--- src/rtl/log_weight_quantizer_pipe_if.sv ---
// Beat-level handshake bundle between weight fetch, the log quantizer and the PE weight regs.
// The master side drives weights and downstream ready; the slave side is the quantizer.
interface log_weight_quantizer_pipe_if #(
    parameter int LANES    = 4,
    parameter int IDX_BITS = 3
);
    logic                            i_valid;
    logic                            i_ready;
    logic [32*LANES-1:0]             i_weight;
    logic                            o_valid;
    logic                            o_ready;
    logic [(IDX_BITS+1)*LANES-1:0]   o_index;

    modport master (output i_valid, i_weight, o_ready, input  i_ready, o_valid, o_index);
    modport slave  (input  i_valid, i_weight, o_ready, output i_ready, o_valid, o_index);
endinterface

--- src/rtl/log_weight_quantizer_pipe.sv ---
// Multi-lane fp32 -> {sign, log2 index} quantizer, two stages sharing one stall enable,
// with saturating counters of lanes clamped high and nonzero lanes clamped to zero.
module log_weight_quantizer_pipe #(
    parameter int LANES    = 4,
    parameter int IDX_BITS = 3,
    parameter int CNT_BITS = 16
) (
    input  logic                         clk,
    input  logic                         rst,
    log_weight_quantizer_pipe_if.slave   bus,
    input  logic [7:0]                   cfg_emin,
    input  logic                         cfg_round,
    input  logic                         i_cnt_clr,
    output logic [CNT_BITS-1:0]          o_sat_hi_cnt,
    output logic [CNT_BITS-1:0]          o_sat_lo_cnt
);
    localparam int L  = 2**IDX_BITS;
    localparam int CW = $clog2(LANES+1);
    localparam logic signed [9:0] D_HI = 10'(L-2);

    logic                               w_en;
    logic                               w_hs;
    logic [2:1]                         r_vld_pipe;

    logic [LANES-1:0]                   w_sign, w_zero, w_inf;
    logic [LANES-1:0][9:0]              w_d;
    logic [LANES-1:0]                   r_s1_sign, r_s1_zero, r_s1_inf;
    logic [LANES-1:0][9:0]              r_s1_d;

    logic [LANES-1:0][IDX_BITS-1:0]     w_idx;
    logic [LANES-1:0]                   w_hi, w_lo;
    logic [LANES-1:0][IDX_BITS:0]       r_index;
    logic [LANES-1:0]                   r_hi, r_lo;

    logic [CW-1:0]                      w_nhi, w_nlo;
    logic [CNT_BITS:0]                  w_hi_sum, w_lo_sum;
    logic [CNT_BITS-1:0]                r_hi_cnt, r_lo_cnt;

    // A full output stage that is not being drained freezes the whole pipe.
    assign w_en        = !r_vld_pipe[2] || bus.o_ready;
    assign w_hs        = r_vld_pipe[2] && bus.o_ready;
    assign bus.i_ready = w_en;
    assign bus.o_valid = r_vld_pipe[2];
    assign bus.o_index = r_index;

    for (genvar k = 0; k < LANES; k++) begin : g_lane
        logic [7:0]          w_e;
        logic [8:0]          w_eeff;
        logic signed [9:0]   w_ds;
        logic [IDX_BITS-1:0] w_idx_l;
        logic                w_hi_l, w_lo_l;
        logic                w_unused_mant;

        assign w_e           = bus.i_weight[32*k+23 +: 8];
        assign w_eeff        = {1'b0, w_e} + {8'd0, cfg_round & bus.i_weight[32*k+22]};
        assign w_sign[k]     = bus.i_weight[32*k+31];
        assign w_zero[k]     = (w_e == 8'd0);
        assign w_inf[k]      = (w_e == 8'hFF);
        assign w_d[k]        = {1'b0, w_eeff} - {2'b00, cfg_emin};
        assign w_unused_mant = ^bus.i_weight[32*k +: 22];

        assign w_ds = r_s1_d[k];
        always_comb begin
            w_idx_l = '0;
            w_hi_l  = 1'b0;
            w_lo_l  = 1'b0;
            if (r_s1_zero[k]) begin
                w_idx_l = '0;
            end else if (r_s1_inf[k]) begin
                w_idx_l = IDX_BITS'(L-1);
                w_hi_l  = 1'b1;
            end else if (w_ds < 10'sd0) begin
                w_lo_l  = 1'b1;
            end else if (w_ds >= D_HI) begin
                w_idx_l = IDX_BITS'(L-1);
                w_hi_l  = 1'b1;
            end else begin
                w_idx_l = IDX_BITS'(r_s1_d[k] + 10'd1);
            end
        end
        assign w_idx[k] = w_idx_l;
        assign w_hi[k]  = w_hi_l;
        assign w_lo[k]  = w_lo_l;
    end

    always_ff @(posedge clk or negedge rst) begin
        if (!rst) begin
            r_vld_pipe <= '0;
            r_s1_sign  <= '0;
            r_s1_zero  <= '0;
            r_s1_inf   <= '0;
            r_s1_d     <= '0;
            r_index    <= '0;
            r_hi       <= '0;
            r_lo       <= '0;
        end else if (w_en) begin
            r_vld_pipe <= {r_vld_pipe[1], bus.i_valid};
            r_s1_sign  <= w_sign;
            r_s1_zero  <= w_zero;
            r_s1_inf   <= w_inf;
            r_s1_d     <= w_d;
            for (int k = 0; k < LANES; k++) r_index[k] <= {r_s1_sign[k], w_idx[k]};
            r_hi       <= w_hi;
            r_lo       <= w_lo;
        end
    end

    always_comb begin
        w_nhi = '0;
        w_nlo = '0;
        for (int k = 0; k < LANES; k++) begin
            w_nhi = w_nhi + CW'(r_hi[k]);
            w_nlo = w_nlo + CW'(r_lo[k]);
        end
    end

    // One extra sum bit detects overflow so the counters stick at all-ones.
    assign w_hi_sum = {1'b0, r_hi_cnt} + (CNT_BITS+1)'(w_nhi);
    assign w_lo_sum = {1'b0, r_lo_cnt} + (CNT_BITS+1)'(w_nlo);

    always_ff @(posedge clk or negedge rst) begin
        if (!rst) begin
            r_hi_cnt <= '0;
            r_lo_cnt <= '0;
        end else if (i_cnt_clr) begin
            r_hi_cnt <= '0;
            r_lo_cnt <= '0;
        end else if (w_hs) begin
            r_hi_cnt <= w_hi_sum[CNT_BITS] ? '1 : w_hi_sum[CNT_BITS-1:0];
            r_lo_cnt <= w_lo_sum[CNT_BITS] ? '1 : w_lo_sum[CNT_BITS-1:0];
        end
    end

    assign o_sat_hi_cnt = r_hi_cnt;
    assign o_sat_lo_cnt = r_lo_cnt;
endmodule

--- src/flat_wrapper.sv ---
// flat-port wrapper written by rule: the top's interface ports become plain ports
module log_weight_quantizer_pipe_flat 
#(
    parameter int LANES    = 4,
    parameter int IDX_BITS = 3,
    parameter int CNT_BITS = 16
)
  (clk, rst, cfg_emin, cfg_round, i_cnt_clr, o_sat_hi_cnt, o_sat_lo_cnt, bus_i_valid, bus_i_weight, bus_o_ready, bus_i_ready, bus_o_valid, bus_o_index);
  log_weight_quantizer_pipe_if #(.LANES(LANES), .IDX_BITS(IDX_BITS)) bus_i ();
  input  logic clk;
  input  logic rst;
  input  logic [7:0] cfg_emin;
  input  logic cfg_round;
  input  logic i_cnt_clr;
  output logic [CNT_BITS-1:0] o_sat_hi_cnt;
  output logic [CNT_BITS-1:0] o_sat_lo_cnt;
  input wire logic [$bits(bus_i.i_valid)-1:0] bus_i_valid;
  input wire logic [$bits(bus_i.i_weight)-1:0] bus_i_weight;
  input wire logic [$bits(bus_i.o_ready)-1:0] bus_o_ready;
  output wire logic [$bits(bus_i.i_ready)-1:0] bus_i_ready;
  output wire logic [$bits(bus_i.o_valid)-1:0] bus_o_valid;
  output wire logic [$bits(bus_i.o_index)-1:0] bus_o_index;
  assign bus_i.i_valid = bus_i_valid;
  assign bus_i.i_weight = bus_i_weight;
  assign bus_i.o_ready = bus_o_ready;
  assign bus_i_ready = bus_i.i_ready;
  assign bus_o_valid = bus_i.o_valid;
  assign bus_o_index = bus_i.o_index;
  log_weight_quantizer_pipe #(.LANES(LANES), .IDX_BITS(IDX_BITS), .CNT_BITS(CNT_BITS)) u_core (.clk(clk), .rst(rst), .bus(bus_i), .cfg_emin(cfg_emin), .cfg_round(cfg_round), .i_cnt_clr(i_cnt_clr), .o_sat_hi_cnt(o_sat_hi_cnt), .o_sat_lo_cnt(o_sat_lo_cnt));
endmodule
--- config.mk ---
export PLATFORM = sky130hd
export DESIGN_NAME = log_weight_quantizer_pipe_flat
export DESIGN_NICKNAME = d
export VERILOG_FILES = /design/src/rtl/log_weight_quantizer_pipe_if.sv /design/src/rtl/log_weight_quantizer_pipe.sv /design/src/flat_wrapper.sv
export SDC_FILE = /design/constraint.sdc
export NUM_CORES = 1
export LEC_CHECK = 0
export ABC_AREA = 1
export CELL_PAD_IN_SITES_DETAIL_PLACEMENT = 0
export CELL_PAD_IN_SITES_GLOBAL_PLACEMENT = 1
export CORE_ASPECT_RATIO = 1.5
export CORE_UTILIZATION = 36
export DETAILED_ROUTE_END_ITERATION = 6
export PLACE_DENSITY = 0.93
export REMOVE_ABC_BUFFERS = 1
export SYNTH_ARGS = -nofsm -noshare
export SYNTH_HDL_FRONTEND = slang
export SYNTH_SLANG_ARGS = --single-unit
--- constraint.sdc ---
create_clock -name clk -period 3.2 [get_ports clk]
set_clock_uncertainty 0.05 [all_clocks]
set_input_delay 0.64 -clock clk [delete_from_list [all_inputs] [get_ports clk]]
set_output_delay 0.64 -clock clk [all_outputs]
set_load 0.01 [all_outputs]
==> key figures <==
Clock network
  • Inserted Clock Buffers: 9
  • Clk sinks: 110
  • Postcts setup bufs: 0
  • Root buf cell: clkbuf_16
  • Clock transition at path regs: 80 ps
  • Maximum root-to-sink buffer count: 2
  • Worst skew pair latency: 360 ps
  • Max H-tree Level: 3
  • CTS tree: built

Cells and area
  • N_diodes: 0
  • Layout cells sized above 1: 4.28%
  • Final Cell Area: 0.00937 mm^2
  • Leading cell type in the layout, fill and taps excluded: nand2_1
  • Util after Layout: 44.5%
  • Filler cell count: 2139
  • Most frequent cells in the layout: nand2_1, inv_1, dfrtp_1, clkdlybuf4s50_1, nand3_1
  • Final net count: 1352
  • Area growth, synth to finish: 21.4%

Setup path
  • R2R Setup Slk: 300 ps
  • Crit path max fanout: 12
  • Kind of critical path: flop to flop
  • Reg2reg end: u_core.o_sat_hi_cnt[5]
  • CP Launch Type: flop
  • Crit end category: flop
  • Worst EP arrival: 3140 ps
  • WP data required: 3440 ps
  • RR Startpoint: u_core.r_hi[0]
  • Reg2reg path depth: 15

Logic synthesis
  • EDFF count, synth: 0
  • YS warnings: 0
  • Synthesized area: 0.00771 mm^2
  • Number of synthesized register bits: 110
  • Yosys cell types: 42
  • Yosys top cell area share: 35.7%
  • Synth area leaders: dfrtp_1, nand2_1, ha_1
  • Top_reg_cell synth: dfrtp_1
  • Async set-reset flop share out of synthesis: 100%
  • Synth Instances: 1018
  • Syn Area/Cell: 7.58 um^2
  • Sequential fraction of the synthesis area: 35.7%
  • Yosys top cell by area: dfrtp_1

Timing
  • Slew Limit Fails: 0
  • RSZ-0062 raised after global routing: no
  • Ratio of final minimum period to clock period: 90.7%
  • Tmin final: 2900 ps
  • Final setup viols: 0
  • Final hold vios: 0
  • Max-slew headroom: 58.0%
  • Max Freq: 345 MHz
  • Worst setup margin: 298 ps
  • Slew @ Worst Pin: 629 ps

GRT
  • Number of global-route vias before repair: 6825
  • Total global routing track utilization: 18.7%
  • Global route overflow: 0
  • Antenna violations before repair: 0
  • Pin count of the biggest net entering global routing: 88
  • First-pass GRT wire length: 32700 um

Route
  • Post-route ant nets: 0
  • Met2 wire length: 9910 um
  • Starting DRT DRC Count: 446
  • Drt drc: 0
  • WL/cell: 13.9 um
  • Final WL: 19300 um
  • Via count: 6955
  • Highest metal used: met4
  • Wire length on met3: 658 um
  • Via density: 5.01
  • Wl on met1: 8330 um
  • DR pass1 iterations: 6

Floorplanning
  • Chip height: 181 um
  • Die X: 122 um
  • I/O pin total: 192
  • Site Rows: 65
  • Die area: 0.0220 mm^2
  • Core Box Area: 0.0211 mm^2
  • Initial Util: 36.6%

Power
  • Worst vdd ir: 252 uV
  • Pwr Total: 4.48 mW
  • Pleak: 4.66 nW
  • Pwr per Cell Area: 478 mW/mm^2

Worst hold path
  • Min-Delay Path Class: input port to asynchronous set/reset pin

Place
  • Port bufs: 103
  • Cell area after placement: 0.00904 mm^2
  • Hpwl dp: 14700 um
  • Setup WS pre-CTS: 157 ps
  • Global placement routability congestion: 0.920

Run status
  • Run status: finished, final reports clean

Flow run
  • Max-Cap Viols: 0
==> worst max-delay path by stage <==
| stage | startpoint | end | cells after the start | slack, ps |
|---|---|---|---|---|
| 2_1_floorplan | bus_o_ready | bus_i_ready | 2 | -510 |
| 3_3_place_gp | cfg_round | u_core.g_lane[0].w_ds[6] | 13 | 190 |
| 3_5_place_dp | cfg_round | u_core.g_lane[0].w_ds[6] | 13 | 160 |
| 4_1_cts | u_core.r_lo[0] | u_core.o_sat_lo_cnt[13] | 16 | 170 |
| 5_1_grt | u_core.r_lo[0] | u_core.o_sat_lo_cnt[13] | 16 | 30 |
| 6_report | u_core.r_hi[0] | u_core.o_sat_hi_cnt[5] | 15 | 300 |
==> per-stage QoR <==
step	hold slack, ps	cells	TNS (ps)
after floorplan	294	994	-14210
after global placement	380	1373	0
after detailed placement	385	1373	0
after CTS	238	1389	0
after global routing	245	1389	0
final	217	1389	0
==> flip-flops by register name (all words and copies together), names as in the netlist <==
register	cells
u_core.g_lane.w_ds	40
u_core.bus.o_index	16
u_core.o_sat_hi_cnt	16
u_core.o_sat_lo_cnt	16
u_core.r_hi	4
u_core.r_lo	4
u_core.r_s1_inf	4
u_core.r_s1_sign	4
u_core.r_s1_zero	4
u_core.r_vld_pipe	2
==> logic make-up after synthesis <==
family / share of synthesized area [%]
AND/OR/NAND/NOR: 30.8
buffers and inverters: 7.56
flip-flops: 35.7
AO/OA/AOI/OAI: 7.83
adder cells (fa/ha/maj): 16.4
XOR/XNOR: 1.70
==> cell usage after synthesis (12+ instances only) <==
| cell | instances |
|---|---|
| nand2_1 | 332 |
| inv_1 | 118 |
| dfrtp_1 | 110 |
| nand3_1 | 93 |
| ha_1 | 82 |
| nor2_1 | 60 |
| o21ai_0 | 46 |
| nand4_1 | 29 |
| a21oi_1 | 23 |
| buf_2 | 12 |
| fa_1 | 12 |
| nor4_1 | 12 |
==> where the power goes <==
part           internal (mW)  total, mW  switching, mW
sequential              1.64       1.80          0.164
clock                  0.643       1.20          0.555
combinational          0.651       1.48          0.830
total                   2.93       4.48           1.55
==> critical path, stage by stage (launching register included) <==
cell and delay [ps]:
dfrtp_1 390, ha_1 290, inv_1 70, fa_1 400, inv_1 60, ha_1 180
inv_1 60, fa_1 380, inv_1 60, nand2_1 90, a21oi_2 230, nand4_2 140
buf_4 220, o21ai_0 90, nand2_1 60, nand2_1 60
==> area by class of cell <==
cell class	count	area [um^2]	share of cell area, %
clock buffer	10	239	2.55
multi-input combinational	763	4390	46.9
inverter	121	455	4.86
clock inverter	6	75.1	0.802
timing repair buffer	111	1110	11.9
sequential	110	2750	29.4
tap	268	335	3.58
==> layer usage <==
metal,GRT usage (%),vias up
met5,0,-
met4,5.68,0
met3,2.78,33
met2,33.5,157
met1,22.6,3230
li1,-,3535
==> timing repair <==
item,CTS,global route
hold buffers,0,0
resized for setup,0,1
endpoints found under the setup margin,0,9
Note: power is estimated with default switching activity, not from simulation.
